### src/rtl/noise_pkg.sv
// noise_pkg: tap positions, default seed and FSM encoding shared by the noise generator
package noise_pkg;
    localparam int LONG_TAP_A = 30;
    localparam int LONG_TAP_B = 27;
    localparam int SHORT_TAP_A = 6;
    localparam int SHORT_TAP_B = 5;
    localparam logic [30:0] DEFAULT_SEED = 31'h1A92_6572;
    typedef enum logic [1:0] {IDLE, SHIFT, LOAD} state_t;
endpackage

### src/rtl/noise_lfsr.sv
// noise_lfsr: 31-bit Fibonacci LFSR with long/short feedback and short-loop zero escape
module noise_lfsr import noise_pkg::*; #(
    parameter logic [30:0] SEED = DEFAULT_SEED
) (
    input  logic        clk,
    input  logic        rst,
    input  logic        step,
    input  logic        load,
    input  logic [30:0] load_val,
    input  logic        mode,
    output logic        fb
);
    logic [30:0] s;
    // an all-zero 7-bit window after a mode switch would lock the short loop, so force a one
    always_comb fb = mode ? ((s[SHORT_TAP_A:0] == '0) ? 1'b1 : s[SHORT_TAP_A] ^ s[SHORT_TAP_B])
                          : s[LONG_TAP_A] ^ s[LONG_TAP_B];
    always_ff @(posedge clk) begin
        if (rst) s <= SEED;
        else if (load) s <= load_val;
        else if (step) s <= {s[29:0], fb};
    end
endmodule

### src/rtl/noise_gen.sv
// noise_gen: rate-divided pseudo-random sample source built from serial LFSR steps
module noise_gen import noise_pkg::*; #(
    parameter int          OUT_W = 8,
    parameter int          DIV_W = 16,
    parameter logic [30:0] SEED  = DEFAULT_SEED
) (
    input  logic             clk,
    input  logic             rst,
    input  logic             enable,
    input  logic [DIV_W-1:0] rate_div,
    input  logic             short_mode,
    input  logic             seed_load,
    input  logic [30:0]      seed,
    output logic [OUT_W-1:0] sout,
    output logic             sout_valid,
    output logic             overrun
);
    state_t           state;
    logic [DIV_W-1:0] cnt;
    logic [4:0]       step_cnt;
    logic [OUT_W-1:0] collect;
    logic             mode_q, fb, tick;
    assign tick = enable && cnt == '0;
    noise_lfsr #(.SEED(SEED)) u_lfsr (
        .clk      (clk),
        .rst      (rst),
        .step     (state == SHIFT),
        .load     (seed_load),
        .load_val ((seed == '0) ? SEED : seed),
        .mode     (mode_q),
        .fb       (fb)
    );
    always_ff @(posedge clk) begin
        if (rst) begin
            state      <= IDLE;
            cnt        <= '0;
            step_cnt   <= '0;
            collect    <= '0;
            mode_q     <= 1'b0;
            sout       <= '0;
            sout_valid <= 1'b0;
            overrun    <= 1'b0;
        end else if (seed_load) begin
            state      <= IDLE;
            cnt        <= rate_div;
            sout_valid <= 1'b0;
        end else begin
            sout_valid <= 1'b0;
            cnt        <= tick ? rate_div : enable ? cnt - DIV_W'(1) : cnt;
            if (tick && state != IDLE) overrun <= 1'b1;
            case (state)
                IDLE: if (tick) begin
                    mode_q   <= short_mode;
                    step_cnt <= '0;
                    collect  <= '0;
                    state    <= SHIFT;
                end
                SHIFT: begin
                    collect  <= (collect << 1) | OUT_W'(fb);
                    step_cnt <= step_cnt + 5'd1;
                    state    <= (step_cnt == 5'(OUT_W - 1)) ? LOAD : SHIFT;
                end
                LOAD: begin
                    sout       <= collect;
                    sout_valid <= 1'b1;
                    state      <= IDLE;
                end
                default: state <= IDLE;
            endcase
        end
    end
endmodule

### config.mk
export PLATFORM = sky130hd
export DESIGN_NAME = noise_gen
export DESIGN_NICKNAME = d
export VERILOG_FILES = /design/src/rtl/noise_pkg.sv /design/src/rtl/noise_lfsr.sv /design/src/rtl/noise_gen.sv
export SDC_FILE = /design/constraint.sdc
export NUM_CORES = 1
export LEC_CHECK = 0
export ABC_AREA = 1
export BUFFER_PORTS_ARGS = -buffer_cell sky130_fd_sc_hd__buf_2
export CAP_MARGIN = 5
export CORE_MARGIN = 2
export CORE_UTILIZATION = 30
export CTS_BUF_LIST = sky130_fd_sc_hd__clkbuf_2 sky130_fd_sc_hd__clkbuf_4 sky130_fd_sc_hd__clkbuf_8
export DETAILED_ROUTE_END_ITERATION = 12
export PLACE_DENSITY = 0.59
export SETUP_SLACK_MARGIN = 0.15
export SYNTH_ARGS = -nofsm -noshare
export SYNTH_HDL_FRONTEND = slang
export SYNTH_SLANG_ARGS = --single-unit
### constraint.sdc
create_clock -name clk -period 2.7 [get_ports clk]
set_input_delay 0.135 -clock clk [delete_from_list [all_inputs] [get_ports clk]]
set_output_delay 0.135 -clock clk [all_outputs]
set_load 0.02 [all_outputs]
# [Word level (Yosys, flattened, before mapping)]
# Index checks and enable logic that the tools add are counted.
# Widths: inputs -> output; s select.
[totals] ram_bits=0 wordCells=50 rom_bits=0 latch_bits=0 out_inout_bits=10 mem_count=0 register_bits=73 inputBits=52
[classes] mul=0 n_shift=0 div=0 n_reduce_logical=15 n_mux=16 n_eq_ne=4 magnitude_cmp=0 n_bitwise=4 addsub=2
[ops] operator="$mux 31" n=3
[ops] operator="$mux 16" n=3
[ops] operator="$logic_not 31->1" n=1
[ops] operator="$logic_not 16->1" n=1
[ops] operator="$pmux 8 s2" n=1
[ops] operator="$sub 16x1->16 const B" n=1
[ops] operator="$pmux 5 s2" n=1
[ops] operator="$mux 8" n=1
[ops] operator="$or 8x1->8" n=1
[ops] operator="$logic_not 7->1" n=1
[ops] operator="$reduce_and 3->1" n=2
[ops] operator="$reduce_bool 2->1" n=3
[ops] operator="$add 5x1->5 const B" n=1
[ops] operator="$eq 5x3->1 const B" n=1
[ops] operator="$mux 5" n=1
[ops] operator="$mux 2" n=2
[ops] operator="$pmux 2 s2" n=1
[ops] operator="$reduce_and 2->1" n=2
[ops] operator="$mux 1" n=3
[ops] operator="$reduce_bool 3->1" n=1
[ops] operator="$eq 2x1->1 const B" n=1
[ops] operator="$eq 2x2->1 const B" n=1
[ops] operator="$logic_and 1x1->1" n=2
[ops] operator="$logic_not 2->1" n=1
[ops] operator="other kinds (4)" n=5

# [Depth between registers and ports, before layout]
# Gate-level depths: netlist (run 1).
[depth] word_depth=5 depth_mapped=11 mapped_depth_nobuf=11

# [Hierarchy]
# A second synthesis (run 1) with hierarchy kept.
[unflattened] hier_cells=598 hier_area_um2=4011.3
[by_module_without_submodules] mod="noise_gen" seq_area_each_um2=840.8 n_inst=1 cells_per_inst=395 area_each_um2=2563.7
[by_module_without_submodules] mod="noise_lfsr" seq_area_each_um2=620.6 n_inst=1 cells_per_inst=203 area_each_um2=1447.6

# [Worst setup path after synthesis (run 1)]
# No wires, ideal clock.
[synth_timing] path_kind="flip-flop to flip-flop" startpoint="reg cnt[0]" endpoint="reg collect[3]" t_arrival_ps=1439 synth_period_minus_slack_ps=1577 path_slack_ps=1123 t_required_ps=2562 stages_incl_launch_ff=11 path_buffers=1 setup_ps=138 path_cell_list="dfxtp_1 -> inv_1 -> ha_1 -> nand2_2 -> nor2_4 -> nand3_4 -> nand2_4 -> nand2_4 -> buf_6 -> a21oi_2 -> nor3_2"
[synth_between] elab_chain_len=4
[synth_lines] element="from (decl)" line="noise_gen.sv:19" source="logic [DIV_W-1:0] cnt;"
[synth_lines] element="from (signal assigned)" line="noise_gen.sv:45" source="cnt <= rate_div;"
[synth_lines] element="from (signal assigned)" line="noise_gen.sv:49" source="cnt <= tick ? rate_div : enable ? cnt - DIV_W'(1) : cnt;"
[synth_lines] element="$logic_not 16->1" line="noise_gen.sv:23" source="assign tick = enable && cnt == '0;"
[synth_lines] element="$logic_and 1x1->1" line="noise_gen.sv:23"
[synth_lines] element="$ne 2x2->1 (no source line)"
[synth_lines] element="$reduce_and 3->1 (no source line)"
[synth_lines] element="to (signal assigned)" line="noise_gen.sv:59" source="collect <= (collect << 1) | OUT_W'(fb);"
[synth_lines] element="to (decl)" line="noise_gen.sv:21" source="logic [OUT_W-1:0] collect;"
# Every way passes these cells.
# A chain may end at the register's enable or synchronous reset.

# [Worst setup path in the final report (run 1)]
[layout_timing] startpoint="reg cnt[0]" endpoint="reg collect[2]"
# Same word-level chain as after synthesis.

==> results of run 1 <==
state kept, by name, summed over array words and instances, names as in the netlist:
| name | cells |
|---|---|
| cnt | 16 |
| collect | 8 |
| mode_q | 1 |
| overrun | 1 |
| sout | 8 |
| sout_valid | 1 |
| state | 2 |
| step_cnt | 5 |
| u_lfsr.s | 31 |
path summary, 6_finish.rpt:
path              cells after the start           end  slack (ns)  startpoint
setup / recovery                      9    collect[2]        0.86      cnt[0]
hold reg to reg                       2       sout[2]        0.44     sout[2]
hold / removal                        3  u_lfsr.s[10]        0.02    seed[10]
setup reg to reg                      9    collect[2]        0.86      cnt[0]
metrics by stage:
stage	cells	power, mW	setup WS, ns	cell area, µm²
2_1_floorplan	537	1.48	1.12	3770
3_3_place_gp	746	1.59	0.834	4190
3_5_place_dp	746	1.60	0.894	4190
4_1_cts	762	2.67	0.872	4430
5_1_grt	762	2.77	0.684	4430
6_report	762	2.65	0.860	4430
cells in the mapped netlist:
library cell	count	area, µm²
nand2_1	103	387
dfxtp_1	73	1460
nor2_1	72	270
inv_1	58	218
o21ai_0	46	230
a21oi_1	39	195
nand3_1	35	175
a221oi_1	14	123
clkbuf_1	13	48.8
nor3_1	11	55.1
nor3_2	9	90.1
a211oi_1	8	60.1
a21oi_2	7	61.3
buf_2	5	25.0
nor2_2	5	31.3
buf_6	4	45.0
nand2_4	4	45.0
nand4_1	4	25.0
inv_2	3	11.3
nor4_1	3	18.8
xnor2_1	3	26.3
xor2_1	3	26.3
buf_1	2	7.51
ha_1	2	25.0
a22o_1	1	8.76
buf_4	1	7.51
inv_4	1	6.26
nand2_2	1	6.26
nand3_4	1	17.5
nor2_4	1	11.3
nor2_8	1	20.0
o21ai_1	1	5.00
o21bai_1	1	7.51
o221ai_1	1	8.76
or2_2	1	6.26
logic make-up (layout without fill, tap and decap cells):
family	Yosys count	in the layout	synth area share [%]
buf+inv	87	144	9.80
compound gates	118	118	18.6
fa+ha+maj	2	2	0.664
flops	73	73	38.8
simple gates	251	251	30.8
xor+xnor	6	6	1.40
report_power, final:
| part | total, mW | internal (mW) | leakage (nW) | switching (mW) |
|---|---|---|---|---|
| logic | 0.395 | 0.147 | 1.21 | 0.248 |
| registers | 1.18 | 1.14 | 0.600 | 0.0471 |
| clock network | 1.07 | 0.648 | 0.123 | 0.422 |
worst max-delay path, cell delays in order (launching register included):
cell	delay, ns
dfxtp_1	0.33
inv_1	0.09
ha_1	0.23
nand2_2	0.11
nor2_4	0.17
nand3_4	0.18
nand2_4	0.19
nand2_4	0.16
a21oi_1	0.19
nor3_2	0.05
cell type report:
class	count	share of cell area, %
clock inverter	5	2.31
multi-input combinational	377	43.7
sequential	73	33.0
tap	168	4.74
inverter	62	5.31
timing repair buffer	66	7.73
clock buffer	11	3.27
layer usage:
layer	part of all wire, %	GRT usage [%]	vias to the layer above	wire, µm
met5	0	0	-	0
met4	1.4	3.73	0	133
met3	6.6	4.60	10	639
met2	45	24.5	106	4340
met1	47	19.7	1671	4570
li1	-	-	1873	-
==> metrics.txt, run 1 <==
Peak VDD IR=303 µV; initial core utilization=31.1%; GP Congestion=0.862; status=finished clean; CP Capture Type=flip-flop; ratio of cells with drive above 1 in the final layout=19.5%; first-pass GRT wire length=16.2 mm; Post-CTS Setup Bufs=0; f_max=544 MHz; Layout area overhead=17.7%; # hold bufs at CTS=0; WHS=0.0208 ns; largest net degree at the start of global routing=46; register area=1460 µm²; Slew HR=45.2%; Core Area=12100 µm²; CTS Root Cell=clkbuf_8; critical path arrival=2.07 ns; # IOs=62; most frequent cells in the layout=nand2_1 (103), dfxtp_1 (73), nor2_1 (72); Synth Register Bits=73; sequential cell area fraction in the yosys report=38.8%; drt total wl=9.69 mm; Slew Limit Fails=0; routed vias/inst=4.80; crit path max fanout=15; final period utilization=68.1%; Netlist cell types=35; WP data required=2.93 ns; Worst Clk Skew=0.00840 ns; CTS resizes=0; Die Wd=116 µm; GRT Overall Usage=15.1%; antenna violations before repair=0; grt total ovfl=0; TritonCTS clock tree=done; Iter 0 DRT Violations=223; fin nets=643; Diodes inserted=0; antenna viol nets, final=0; die area=13500 µm²; Post-Synthesis Cells=537; syn nets=591; max_cap viols=0; post-DP HPWL=6.70 mm; Vert. Die Dim=116 µm; RSZ-0062 raised after global routing=false; commonest non-fill, non-tap cell in the layout=nand2_1; TritonRoute pass-1 iters=4; Setup TNS=0 ns; hold violation total from the final report=0; Avg Cell Area, Syn=7.01 µm²; startpoint types=flip-flop; wire length per cell=12.7 µm; min-delay worst type=primary input to flip-flop; deepest clock path buffer count=2; reported leakage power=1.93 nW; cell area power density=597 nW/µm²; Cell Area, Synth=3770 µm²; vias in the first global route=3542; Worst-Margin Slew=0.821 ns; CTS sink count=73; min Tclk post-route=1.84 ns; Post-route DRC=0; Synth Warn #=0; Reg clk slew, reported paths=0.08 ns; row cnt=40; worst skew pair latency=0.36 ns; Setup violations, final=0; cts bufs inserted=9; DR vias=3660; H-tree Lvls=3; IO buf count=61; fillers=1300; Core Util, Final=36.6%; Crit Path Category=flip-flop to flip-flop; combined area of the multi-input logic cells=1940 µm²
(Power assumes the default switching activity.)
==> inputs of run 2 (changes only) <==
==> constraint.sdc (replaced) <==
create_clock -name clk -period 1.7 [get_ports clk]
set_input_delay 0.085 -clock clk [delete_from_list [all_inputs] [get_ports clk]]
set_output_delay 0.085 -clock clk [all_outputs]
set_load 0.02 [all_outputs]
==> run 2 against run 1 <==
  * Global-route usage rose by 0.83 points
  * First-iteration DRC count rose by 20%
  * Routed wire length grew 9.6%
  * Count of clock-buffer cells in the layout rose by 1
  * Die area unchanged
  * Worst setup slack lost 0.71 ns
  * Combinational power up 90%
  * Via count grew 7.3%
  * Flip-flop and latch count is the same
  * Clock skew increased by 0.0016 ns
  * Register-to-register slack got worse by 0.71 ns
  * Critical endpoint is now cnt[2]
  * Highest routed layer unchanged
==> metrics.txt, run 2 (same netlist as run 1, synthesis figures left out) <==
crit path buf inv count=2 (+1); grt total ovfl=0 (unchanged); worst flop-to-flop path endpoint=cnt[2]; Core Util, Final=40.4% (+3.7 points); deepest clock path buffer count=2 (unchanged); Hold Path End=u_lfsr.s[24]; die area=13500 µm² (unchanged); Layout area overhead=29.8%; min-delay worst type=primary input to flip-flop; Die Wd=116 µm (unchanged); Final WS setup=0.147 ns (-0.713 ns); Min-Delay Startpoint=seed[24]; hold violation total from the final report=0 (unchanged); worst r2r src=cnt[0]; Worst Clk Skew=0.00998 ns (+0.00158 ns); worst skew pair latency=0.36 ns (about the same); setup slack, reg-to-reg=0.15 ns (-0.71 ns); delay-heaviest family, CP=simple AND/OR/NAND/NOR gates; CP Cell Sequence=inv_2 -> ha_4 -> nand3_1 -> nor2_2 -> a21oi_2 -> buf_4 -> o21ai_0 -> a21oi_1; crit path max fanout=4 (-11); wire length per cell=13.2 µm (+3.9%); fin nets=686 (+6.7%); ratio of cells with drive above 1 in the final layout=24.2% (+4.7 points); Met2 Wirelength=4.95 mm (+14%); DR vias=3926 (+7.3%); DR top layer=met4; CP Capture Type=flip-flop; slowest cell on the critical path=dfxtp_2; cell area power density=803 nW/µm² (+35%); fillers=1292 (-0.62%); Setup TNS=0 ns (unchanged); max_cap viols=0 (unchanged); initial core utilization=31.1% (unchanged); CTS sink count=73 (unchanged); drt total wl=10.6 mm (+9.6%); final period utilization=91.3% (+23 points); post-DP HPWL=7.08 mm (+5.6%); routed vias/inst=4.88 (+1.7%); Iter 0 DRT Violations=268 (+20%); antenna viol nets, final=0 (unchanged); # IOs=62 (unchanged); first-pass GRT wire length=16.9 mm (+4.6%); row cnt=40 (unchanged); GP Congestion=0.837 (-2.8%); Diodes inserted=0 (unchanged); largest net degree at the start of global routing=46 (unchanged); Slew HR=58.1% (+13 points); WHS=0.0191 ns (-0.00166 ns); Worst Reg2Reg Path Length in Cells=8 (-1); Core Area=12100 µm² (unchanged); f_max=644 MHz (+19%); most frequent cells in the layout=nand2_1 (102), dfxtp_1 (72), nor2_1 (68); Post-route DRC=0 (unchanged); antenna violations before repair=0 (unchanged); worst hold path depth=3 (unchanged); GRT Overall Usage=15.9% (+0.83 points); Crit Path Category=flip-flop to flip-flop; Setup violations, final=0 (unchanged); Top reg by flops=u_lfsr.s; commonest non-fill, non-tap cell in the layout=nand2_1; Worst-Margin Slew=0.627 ns (-0.195 ns); critical path arrival=1.78 ns (-0.29 ns); H-tree Lvls=3 (unchanged); min Tclk post-route=1.55 ns (-0.287 ns); startpoint types=flip-flop; CTS Root Cell=clkbuf_8; IO buf count=61 (unchanged); met3 WL=667 µm (+4.4%); Vert. Die Dim=116 µm (unchanged); cts bufs inserted=9 (unchanged); Peak VDD IR=308 µV (+1.8%); WL met1=4.84 mm (+5.9%); Regs by FF count=u_lfsr.s (31), cnt (16); number of flip-flops in the largest register=31 (unchanged); TritonCTS clock tree=done; Reg clk slew, reported paths=0.08 ns (about the same); Slew Limit Fails=0 (unchanged); RSZ-0062 raised after global routing=true; reported leakage power=2.12 nW (+9.9%); status=finished clean; Max stage delay on crit path=0.34 ns (about the same); WP data required=1.93 ns (-1.00 ns); vias in the first global route=3630 (+2.5%); TritonRoute pass-1 iters=7 (+3); dpl ws=0.0828 ns (-0.811 ns)
run 2: how the worst max path moves through the flow:
stage	start	end	cells past startpoint
finish	cnt[0]	cnt[2]	8
global route	cnt[0]	cnt[15]	9
CTS	state[0]	u_lfsr.s[12]	7
detailed placement	cnt[1]	cnt[2]	8
global placement	cnt[1]	cnt[2]	8
floorplan	cnt[1]	collect[3]	10
run 2: area by class of cell:
| class | count | area, µm² | area share [%] |
|---|---|---|---|
| clock buffers | 12 | 159 | 3.25 |
| clock inverters | 3 | 26.3 | 0.538 |
| well taps | 168 | 210 | 4.30 |
| inverters | 62 | 239 | 4.89 |
| repair buffers | 108 | 733 | 15.0 |
| flip-flops and latches | 73 | 1460 | 29.9 |
| multi-input cells | 378 | 2060 | 42.1 |
run 2: metal layers:
layer  track usage (%)  vias up
li1                  -     1965
met1              20.4     1823
met2              26.2      126
met3              3.09       12
met4              6.59        0
met5                 0        -
run 2: repair_timing:
| item | 4_1_cts | 5_1_grt |
|---|---|---|
| setup endpoints to repair | 12 | 52 |
| setup buffers | 0 | 6 |
| gates resized for setup | 6 | 20 |
| hold endpoints to repair | 20 | 0 |
| pin swaps | 2 | 7 |
| hold buffers | 20 | 0 |
| gates cloned | 0 | 2 |
run 2: worst reg2reg max path, cell delays in order, from the launching register on:
cell and delay [ns]:
dfxtp_2 0.34, inv_2 0.08, ha_4 0.16, nand3_1 0.13, nor2_2 0.24, a21oi_2 0.10
buf_4 0.16, o21ai_0 0.15, a21oi_1 0.08
run 2: stage by stage:
step	power (mW)	instances	area, µm²
6_report	3.93	804	4890
5_1_grt	4.12	804	4890
4_1_cts	3.91	796	4720
3_5_place_dp	2.58	761	4310
3_3_place_gp	2.57	761	4310
2_1_floorplan	2.36	537	3780
run 2: power by group:
part / internal, mW / leakage (nW) / total (mW) / switching (mW)
clock: 0.626 / 0.0960 / 1.29 / 0.667
sequential: 1.80 / 0.601 / 1.88 / 0.0771
combinational: 0.316 / 1.43 / 0.752 / 0.436
